File: src/rtl/fifo_pack_reader.sv
// Read-side FIFO consumer: pops DW-bit entries and packs RATIO of them (LSB lane first)
// into one wide word presented on a valid/ready stream; flush_i emits a partial word.
module fifo_pack_reader #(
  parameter int unsigned DW    = 8,
  parameter int unsigned RATIO = 4,
  parameter int unsigned CNTW  = $clog2(RATIO + 1)
) (
  input  logic                clk_i,
  input  logic                rst_i,
  input  logic [DW-1:0]       fifo_data_i,
  input  logic                fifo_empty_i,
  output logic                fifo_pop_o,
  input  logic                flush_i,
  output logic                m_valid_o,
  input  logic                m_ready_i,
  output logic [RATIO*DW-1:0] m_data_o,
  output logic [CNTW-1:0]     m_cnt_o
);

  localparam int unsigned IDXW = $clog2(RATIO);
  localparam int unsigned WW   = RATIO * DW;

  typedef enum logic {
    FILL = 1'b0,
    HOLD = 1'b1
  } state_e;

  state_e          state_q;
  logic [IDXW-1:0] idx_q;
  logic [WW-1:0]   data_q;
  logic            valid_q;
  logic [CNTW-1:0] cnt_q;
  logic            pop;

  // Popping in HOLD is only allowed on the handshake cycle, keeping one pop per cycle sustained.
  always_comb begin
    pop = 1'b0;
    if (!rst_i && !fifo_empty_i) begin
      pop = (state_q == FILL) || m_ready_i;
    end
  end

  always_ff @(posedge clk_i) begin
    if (rst_i) begin
      state_q <= FILL;
      idx_q   <= '0;
      data_q  <= '0;
      valid_q <= 1'b0;
      cnt_q   <= '0;
    end else begin
      case (state_q)
        FILL: begin
          if (pop) begin
            data_q[idx_q*DW +: DW] <= fifo_data_i;
          end
          if (pop && (idx_q == IDXW'(RATIO - 1))) begin
            state_q <= HOLD;
            valid_q <= 1'b1;
            cnt_q   <= CNTW'(RATIO);
            idx_q   <= '0;
          end else if (flush_i && ((idx_q != '0) || pop)) begin
            state_q <= HOLD;
            valid_q <= 1'b1;
            cnt_q   <= CNTW'(idx_q) + CNTW'(pop);
            idx_q   <= '0;
          end else if (pop) begin
            idx_q <= idx_q + IDXW'(1);
          end
        end
        HOLD: begin
          if (m_ready_i) begin
            state_q <= FILL;
            valid_q <= 1'b0;
            if (pop) begin
              data_q <= WW'(fifo_data_i);
              idx_q  <= IDXW'(1);
            end else begin
              data_q <= '0;
              idx_q  <= '0;
            end
          end
        end
        default: begin
          state_q <= FILL;
          valid_q <= 1'b0;
          idx_q   <= '0;
        end
      endcase
    end
  end

  assign fifo_pop_o = pop;
  assign m_valid_o  = valid_q;
  assign m_data_o   = data_q;
  assign m_cnt_o    = cnt_q;

endmodule

File: config.mk
export PLATFORM = sky130hd
export DESIGN_NAME = fifo_pack_reader
export DESIGN_NICKNAME = d
export VERILOG_FILES = /design/src/rtl/fifo_pack_reader.sv
export SDC_FILE = /design/constraint.sdc
export NUM_CORES = 1
export LEC_CHECK = 0
export ABC_AREA = 1
export CAP_MARGIN = 20
export CORE_ASPECT_RATIO = 0.6
export CORE_MARGIN = 4
export CORE_UTILIZATION = 43
export CTS_CLUSTER_DIAMETER = 60
export DETAILED_ROUTE_END_ITERATION = 8
export MAX_ROUTING_LAYER = met4
export PLACE_DENSITY_LB_ADDON = 0.12
export SLEW_MARGIN = 20
export SYNTH_ARGS = -nofsm -noshare
export SYNTH_HDL_FRONTEND = slang
export SYNTH_SLANG_ARGS = --single-unit
File: constraint.sdc
create_clock -name clk_i -period 1.65 [get_ports clk_i]
set_input_delay 0.165 -clock clk_i [delete_from_list [all_inputs] [get_ports clk_i]]
set_output_delay 0.165 -clock clk_i [all_outputs]
set_load 0.01 [all_outputs]
; ---- Word-level counts from Yosys, hierarchy flattened
; Index checks and enable logic that the tools add are counted.
[word_totals]
output_inout_bits = 37
mem_count = 0
word_cells = 51
rom_bits = 0
in_bits = 13
latchBits = 0
ramBits = 0
regBits = 39
[classes]
multipliers = 0
n_bitwise = 1
n_shift = 2
n_addsub = 3
div = 0
n_mux = 22
n_eq_ne = 5
reduce_logical = 13
n_lt_le_gt_ge = 0
[op_table]
columns = operator, n
row1 = 32-bit two-way mux, 2
row2 = 32-bit one-hot mux with 2 select lines, 1
row3 = 5-bit negator with 34-bit output, 1
row4 = "8-bit by 34-bit variable shift with 32-bit output, first input constant", 1
row5 = 8-bit by 34-bit indexed part select with 32-bit output, 1
row6 = 32-bit bitwise mux, 1
row7 = 1-bit two-way mux, 8
row8 = 2-bit two-way mux, 4
row9 = 8-bit two-way mux, 1
row10 = 2-bit AND reduction, 4
row11 = 3-bit two-way mux, 2
row12 = "2-bit inequality test, second input constant", 2
row13 = "4-bit by 2-bit inequality test with 1-bit output, second input constant", 1
row14 = 1-bit one-hot mux with 2 select lines, 2
row15 = 2-bit one-hot mux with 2 select lines, 1
row16 = 2-bit nonzero test, 2
row17 = 2-bit by 1-bit adder with 3-bit output, 1
row18 = 1-bit logical AND, 3
row19 = "3-bit by 1-bit inequality test with 1-bit output, second input constant", 1
row20 = "2-bit by 1-bit adder with 2-bit output, second input constant", 1
row21 = "2-bit equality test, second input constant", 1
row22 = 1-bit zero test, 2
row23 = 1-bit logical OR, 2
row24 = 1-bit inverter, 1

; ---- Logic depth before layout (Yosys ltp)
; Gate-level depths: netlist of the first run.
[logic_depth]
depth_word = 8
mapped_depth = 11
mapped_depth_nobuf = 11

; ---- Least setup slack after synthesis of the first run
; No wires, ideal clock.
[synth_path]
path_kind = register -> register
from = register idx_q[0]
to = register data_q[25], in the netlist m_data_o[25]
period_less_slack_ns = 1.726
setup_time_ns = 0.058
t_required_ns = 1.592
stages_incl_launch_ff = 9
slack_ns = -0.076
arrival_time_ns = 1.668
n_path_buf = 2
path_cell_list = dfxtp_1 buf_2 inv_1 ha_1 clkbuf_1 inv_1 nand3_1 o21ai_0 o211a_1
[synth_via]
elab_chain_len = 5
elab_cells_between_ends = 6
classes_between = 1 x add/sub / 2 x shift / 3 x mux
[synth_rtl]
columns = item, line
row1 = "start, declared", 29  ; logic [IDXW-1:0] idx_q;
row2 = "start signal, assigned", 67  ; idx_q <= idx_q + IDXW'(1);
row3 = 5-bit negator with 34-bit output (*), 54  ; data_q[idx_q*DW +: DW] <= fifo_data_i;
row4 = 8-bit by 34-bit indexed part select with 32-bit output / 8-bit by 34-bit variable shift with 32-bit output (equally long branches), 54
row5 = 32-bit bitwise mux (*), 54
row6 = 32-bit two-way mux (*), 53  ; if (pop) begin
row7 = 32-bit one-hot mux with 2 select lines (*), 51  ; case (state_q)
row8 = "end signal, assigned by index", 54
row9 = "end signal, assigned", 75  ; data_q <= WW'(fifo_data_i);
row10 = "end, declared", 30  ; logic [WW-1:0] data_q;
; Mark *: on every way between the ends. The rest lies on a longest branch, timed or not. The select of a mux whose other input is x is not followed.
; A chain may end at the register's enable or synchronous reset.

; ---- Final worst setup path of the first run
[layout_path]
from = register idx_q[1]
to = register data_q[11], in the netlist m_data_o[11]
; Same word-level chain as after synthesis.

==> results of run 1 <==
-- cell families (layout without fill, tap and decap cells) --
family / count (synthesis) / count (layout)
buf+inv: 25 / 97
flops: 39 / 39
compound gates: 61 / 61
fa+ha+maj: 7 / 7
simple gates: 86 / 86
-- power groups by stage --
stage / Sequential [uW] / Combinational [uW] / Clock, uW
floorplan: 1160 / 502 / 0
global placement: 1120 / 959 / 0
detailed placement: 1120 / 971 / 0
CTS: 1100 / 973 / 712
global route: 1110 / 1090 / 760
finish: 1100 / 988 / 700
-- layout by cell type, fill, tap and decap left out --
master	instances
o21ai_4	1
nor2_1	13
nand2_2	5
inv_4	2
clkinvlp_4	1
a21oi_4	1
dfxtp_1	38
inv_1	11
o211a_1	6
dlymetal6s2s_1	1
inv_2	1
nand2_4	6
a21oi_1	23
dfxtp_2	1
dlygate4sd2_1	2
nand3_2	2
nand2_1	20
ha_2	1
o21ai_1	1
buf_4	26
o21ai_2	3
clkbuf_8	6
nor3_1	1
o21ai_0	26
clkdlybuf4s50_1	46
ha_1	6
clkinv_4	1
nand3_1	26
nand4_1	9
nor2_2	1
nor2_8	1
nor2_4	2
-- flip-flops by register name (all words and copies together) (netlist names) --
register,cells
idx_q,2
m_data_o,32
m_cnt_o,3
state_q,1
m_valid_o,1
-- per-stage QoR --
stage	hold slack [ps]	util, %	setup TNS (ps)	instance area [sq um]	instances
3_3_place_gp	455	61.2	-616	2520	342
4_1_cts	468	63.5	0	2620	350
5_1_grt	492	64.1	0	2640	350
3_5_place_dp	457	61.2	-1420	2520	342
2_1_floorplan	324	-	0	1850	218
6_report	467	64.1	0	2640	350
-- layer usage --
| layer | track usage [%] | vias to the layer above |
|---|---|---|
| li1 | - | 905 |
| met1 | 28.3 | 805 |
| met2 | 25.7 | 43 |
| met3 | 5.24 | 7 |
| met4 | 6.98 | 0 |
| met5 | - | - |
-- cell usage after synthesis (2+ instances only) --
cell and instances:
ha_1 7, nand2_2 5, buf_6 4, nor2_4 2, nor2_1 13, nand3_1 28, dfxtp_1 39, nand2_1 20
o21ai_0 27, inv_4 2, o21ai_2 4, inv_1 12, nand4_1 9, buf_2 2, o211a_1 6, a21oi_1 23
nand2_4 6, clkbuf_1 2
-- cell type report --
type                            count  area (sq um)
Clock buffer                        6          82.6
Clock inverter                      2          16.3
Fill cell                         370          1480
Inverter                           14          57.6
Multi-Input combinational cell    154           942
Sequential cell                    39           782
Tap cell                           60          75.1
Timing Repair Buffer               75           686
-- worst max-delay path, stage by stage, from the launching register on --
cell     delay (ps)
dfxtp_1         340
inv_1            80
ha_2            400
nand3_2         140
o21ai_0         250
o21ai_0         130
nor2_1          110
-- what timing repair did --
action	4_1_cts	5_1_grt
setup buffers	0	0
hold endpoints to repair	0	0
endpoints found under the setup margin	1	20
pin swaps	0	0
resized for setup	2	7
-- path summary, 6_finish.rpt --
path,cells after the start,slack [ps],endpoint
max,6,150,m_data_o[11]$_SDFFE_PP0P_
min,2,470,m_valid_o$_SDFFE_PP0P_
max reg2reg,6,150,m_data_o[11]$_SDFFE_PP0P_
min reg2reg,2,470,m_valid_o$_SDFFE_PP0P_
==> results.md, run 1 <==
- Clock power frac: 25.1%
- Crit path max fanout: 6
- Post-Route M1 WL: 2590 um
- Pwr/cell area: 1050 mW/mm^2
- Worst EP arrival: 1740 ps
- Final setup viols: 0
- Setup ws final: 148 ps
- Power Total: 2790 uW
- Top cell type's share of synthesized area: 42.3%
- Vias in the first global route: 1629
- Yosys cell types: 25
- Yosys reg bits: 39
- PortBufs: 49
- Skew final: 4.77 ps
- Die H: 58.8 um
- Pre-CTS setup slack: -107 ps
- Syn Inst Count: 218
- P_int: 1840 uW
- HP Class: flip-flop to flip-flop
- Synth area leader: dfxtp_1
- Status: finished clean
- Cell Rows: 18
- RR Startpoint: idx_q[1]$_SDFFE_PP0P_
- Critical path class: flip-flop to flip-flop
- Post-detail-place hpwl: 3560 um
- Ys Warns: 0
- Compound-Gate Fraction of Synth Area: 19.6%
- Routed wl met3: 221 um
- Adder-cell area share of the yosys netlist: 4.74%
- CP endpoint kind: flip-flop
- Hold Vio Cnt, Final: 0
- Vias: 1760
- Slew margin rel.: 74.6%
- Area growth syn-to-layout: 43.0%
- Boundary pin count: 50
- Ys flop type: dfxtp_1
- Top layer in use: met4
- Reg power frac: 39.4%
- LEAKAGE: 0.00111 uW
- Detail Route Antenna Nets: 0
- Gate power share: 35.5%
- Worst Max-Slew Pin Slew: 381 ps
- CP startpoint kind: flip-flop
- RSZ-0062 raised after global routing: no
- Layout cells sized above 1: 21.0%
- CP startpoint: idx_q[1]$_SDFFE_PP0P_
- Worst IR Drop VDD: 589 uV
- Synth async-reset ratio: 0%
- WP data required: 1890 ps
- Initial antenna violation count: 0
- First-pass GRT wire length: 7980 um
- Synthesized area: 0.00185 sq mm
- Pin count of the biggest net entering global routing: 25
- Clk root buf: clkbuf_8
- Core ar.: 0.00412 sq mm
- Number of synthesized flops with an enable pin: 0
- Largest family of logic cells by synthesized area: simple AND/OR/NAND/NOR gates
- Average cell area after synthesis: 8.47 sq um
- Psw: 942 uW
- Number of clock sinks: 39
- Post-synthesis mux area share: 0%
- Slew Viols, Final: 0
- Vias per Instance: 5.03
- Clk_lat worst skew: 300 ps
- Post-Route WL: 4790 um
- Pre-antenna DRT Iters: 4
- Sw frac: 33.8%
- Antenna cells: 0
- DR WL/cell: 13.7 um
- Net Count, Synth: 238
- Die X: 92.6 um
- Max cap viols: 0
- CTS max path bufs: 2
- Xor and xnor area share after synthesis: 0%
- DIE AREA: 0.00544 sq mm
- CTS Buf Count: 5
- Hold wc startpoint: m_valid_o$_SDFFE_PP0P_
- Fmax: 666 MHz
- Initial DRC Count: 132
- Post-CTS Hold Buffers: 0
- Synth area leaders: dfxtp_1 42%, nand3_1 7.6%, o21ai_0 7.3%
- Seq/Total Area, Yosys: 42.3%
- Routed wl met2: 1900 um
- Total global-route track usage: 19.5%
- Gr ovfl total: 0
- Clock transition at the registers of the reported paths: 80 ps
- Nets: 309
- GP Congestion: 0.808
- DRC violations left: 0
- Initial core utilization: 44.8%
- Min Clock Period, post-route: 1500 ps
- CTS H-Tree Depth: 2
- Simple-gate area share of the yosys netlist: 25.6%
- CTS tree: yes
- Period utilisation layout: 91.0%
Power figures use the tool's default switching activity.
==> run 2, diff against run 1 <==
- REMOVE_ABC_BUFFERS: not set -> 1
- SKIP_LAST_GASP: not set -> 1
==> results.md, run 2 (synthesis results as in run 1) <==
- Final std cells w/o fill: 342
- Crit path max fanout: 15
- Clock transition at the registers of the reported paths: 80 ps
- CTS tree: yes
- Detail Route Antenna Nets: 0
- Layout cells sized above 1: 18.1%
- Largest register FFs: 32
- CP delay by family, top: buffers and inverters
- Vias in the first global route: 1660
- Max cap viols: 0
- Cell depth of the worst hold path: 2
- Worst EP arrival: 1750 ps
- Gate power share: 32.8%
- Max stage delay on crit path: 340 ps
- HP Class: flip-flop to flip-flop
- Gr ovfl total: 0
- Antenna cells: 0
- Dpl cells: 334
- Worst R2R Setup Slack: 130 ps
- Die H: 58.8 um
- Skew final: 8.36 ps
- DRC violations left: 0
- CP max stage cell: dfxtp_1
- Number of clock sinks: 39
- Core ar.: 0.00412 sq mm
- Total global-route track usage: 19.3%
- CTS Buf Count: 5
- Min Clock Period, post-route: 1520 ps
- Critical path class: flip-flop to flip-flop
- CP endpoint kind: flip-flop
- Pre-antenna DRT Iters: 4
- Final instance area: 0.00258 sq mm
- PortBufs: 49
- WP data required: 1880 ps
- Boundary pin count: 50
- P_int: 1890 uW
- Fmax: 657 MHz
- Vias per Instance: 5.02
- R2R Path End: m_data_o[8]$_SDFFE_PP0P_
- CTS max path bufs: 2
- Reg power frac: 38.7%
- Dpl cell area: 0.00246 sq mm
- CTS H-Tree Depth: 2
- DIE AREA: 0.00544 sq mm
- Vias: 1716
- Crit path buf inv count: 3
- Final setup viols: 0
- Post-detail-place hpwl: 3610 um
- Hold wc startpoint: m_valid_o$_SDFFE_PP0P_
- RSZ-0062 raised after global routing: no
- Clk_lat worst skew: 290 ps
- Pwr/cell area: 1090 mW/mm^2
- First-pass GRT wire length: 7990 um
- Cell Rows: 18
- LEAKAGE: 0.00107 uW
- Sw frac: 32.9%
- Worst IR Drop VDD: 512 uV
- Status: finished clean
- Commonest cells after routing, fill and taps aside: 46 x clkdlybuf4s50_1, 39 x dfxtp_1, 27 x nand3_1, 25 x o21ai_0, 23 x a21oi_1
- Worst Reg2Reg Path Length in Cells: 7
- Slew margin rel.: 64.6%
- Post-Route WL: 4880 um
- Clock power frac: 28.5%
- Critical-path cell list: buf_4, ha_1, inv_1, o21ai_4, buf_4, o21ai_0, a21oi_1
- Hold Path End: m_valid_o$_SDFFE_PP0P_
- Slew Viols, Final: 0
- DR WL/cell: 14.3 um
- Die X: 92.6 um
- Psw: 927 uW
- GP Congestion: 0.791
- Hold Vio Cnt, Final: 0
- Final core occ: 62.7%
- Commonest non-fill, non-tap cell in the layout: clkdlybuf4s50_1
- Nets: 301
- Clk root buf: clkbuf_8
- Period utilisation layout: 92.2%
- Initial DRC Count: 126
- Post-CTS setup buffer count: 0
- Area growth syn-to-layout: 40.0%
- Cell mode on critical path: buf_4
- Initial antenna violation count: 0
- Pin count of the biggest net entering global routing: 24
- Power Total: 2820 uW
- CP startpoint kind: flip-flop
- RR Startpoint: idx_q[0]$_SDFFE_PP0P_
- Initial core utilization: 44.8%
- Worst Max-Slew Pin Slew: 530 ps
## run 2: layout make-up
class                           count  area [sq um]
Tap cell                           60          75.1
Multi-Input combinational cell    154           937
Clock buffer                        5          68.8
Inverter                           14          57.6
Clock inverter                      3          43.8
Sequential cell                    39           781
Timing Repair Buffer               67           622
Fill cell                         380          1540
## run 2: tightest hold or removal path: cells and delay by family, from the launching register on
kind / cells / cell delay (ps)
compound gates: 1 / 50
simple gates: 1 / 60
flops: 1 / 310
## run 2: power by group through the flow
stage,clock network [uW],logic [uW],registers (uW)
floorplan,0,430,1170
global placement,0,892,1110
detailed placement,0,900,1110
CTS,811,903,1090
global route,853,1020,1110
finish,802,926,1090
## run 2: metal layers
metal	vias up	global-route usage [%]	share of wire [%]
met1	782	28.0	52
met2	54	27.6	41
met3	4	4.34	5.8
met5	-	-	0
met4	0	3.81	0.88
li1	876	-	-
## run 2: what timing repair did
action / in CTS / in global routing
setup endpoints to repair: 1 / 16
hold buffers: 0 / 0
resized for setup: 3 / 6
## run 2: worst max-delay path by stage
stage / cells after the start / slack (ps) / from / to
floorplan: 7 / -70 / idx_q[0]$_SDFFE_PP0P_ / m_data_o[15]$_SDFFE_PP0P_
global placement: 10 / -60 / fifo_empty_i / m_cnt_o[1]$_SDFFE_PP0P_
detailed placement: 10 / -110 / rst_i / m_cnt_o[2]$_SDFFE_PP0P_
CTS: 6 / 80 / idx_q[0]$_SDFFE_PP0P_ / m_data_o[25]$_SDFFE_PP0P_
global route: 7 / 5 / idx_q[0]$_SDFFE_PP0P_ / m_data_o[11]$_SDFFE_PP0P_
finish: 7 / 130 / idx_q[0]$_SDFFE_PP0P_ / m_data_o[8]$_SDFFE_PP0P_
## run 2: per-stage QoR
step | hold WS, ps | setup TNS [ps] | worst slack, ps
after global routing | 487 | 0 | 5.42
after global placement | 452 | -770 | -63.9
after floorplan | 234 | -657 | -65.6
after CTS | 466 | 0 | 82.9
after detailed placement | 455 | -1580 | -106
final | 461 | 0 | 129
==> run 3, diff against run 2 <==
- CTS_CLUSTER_SIZE: not set -> 20
==> results of run 3 <==
Final layout, timing and power as in run 2 (identical DEF).
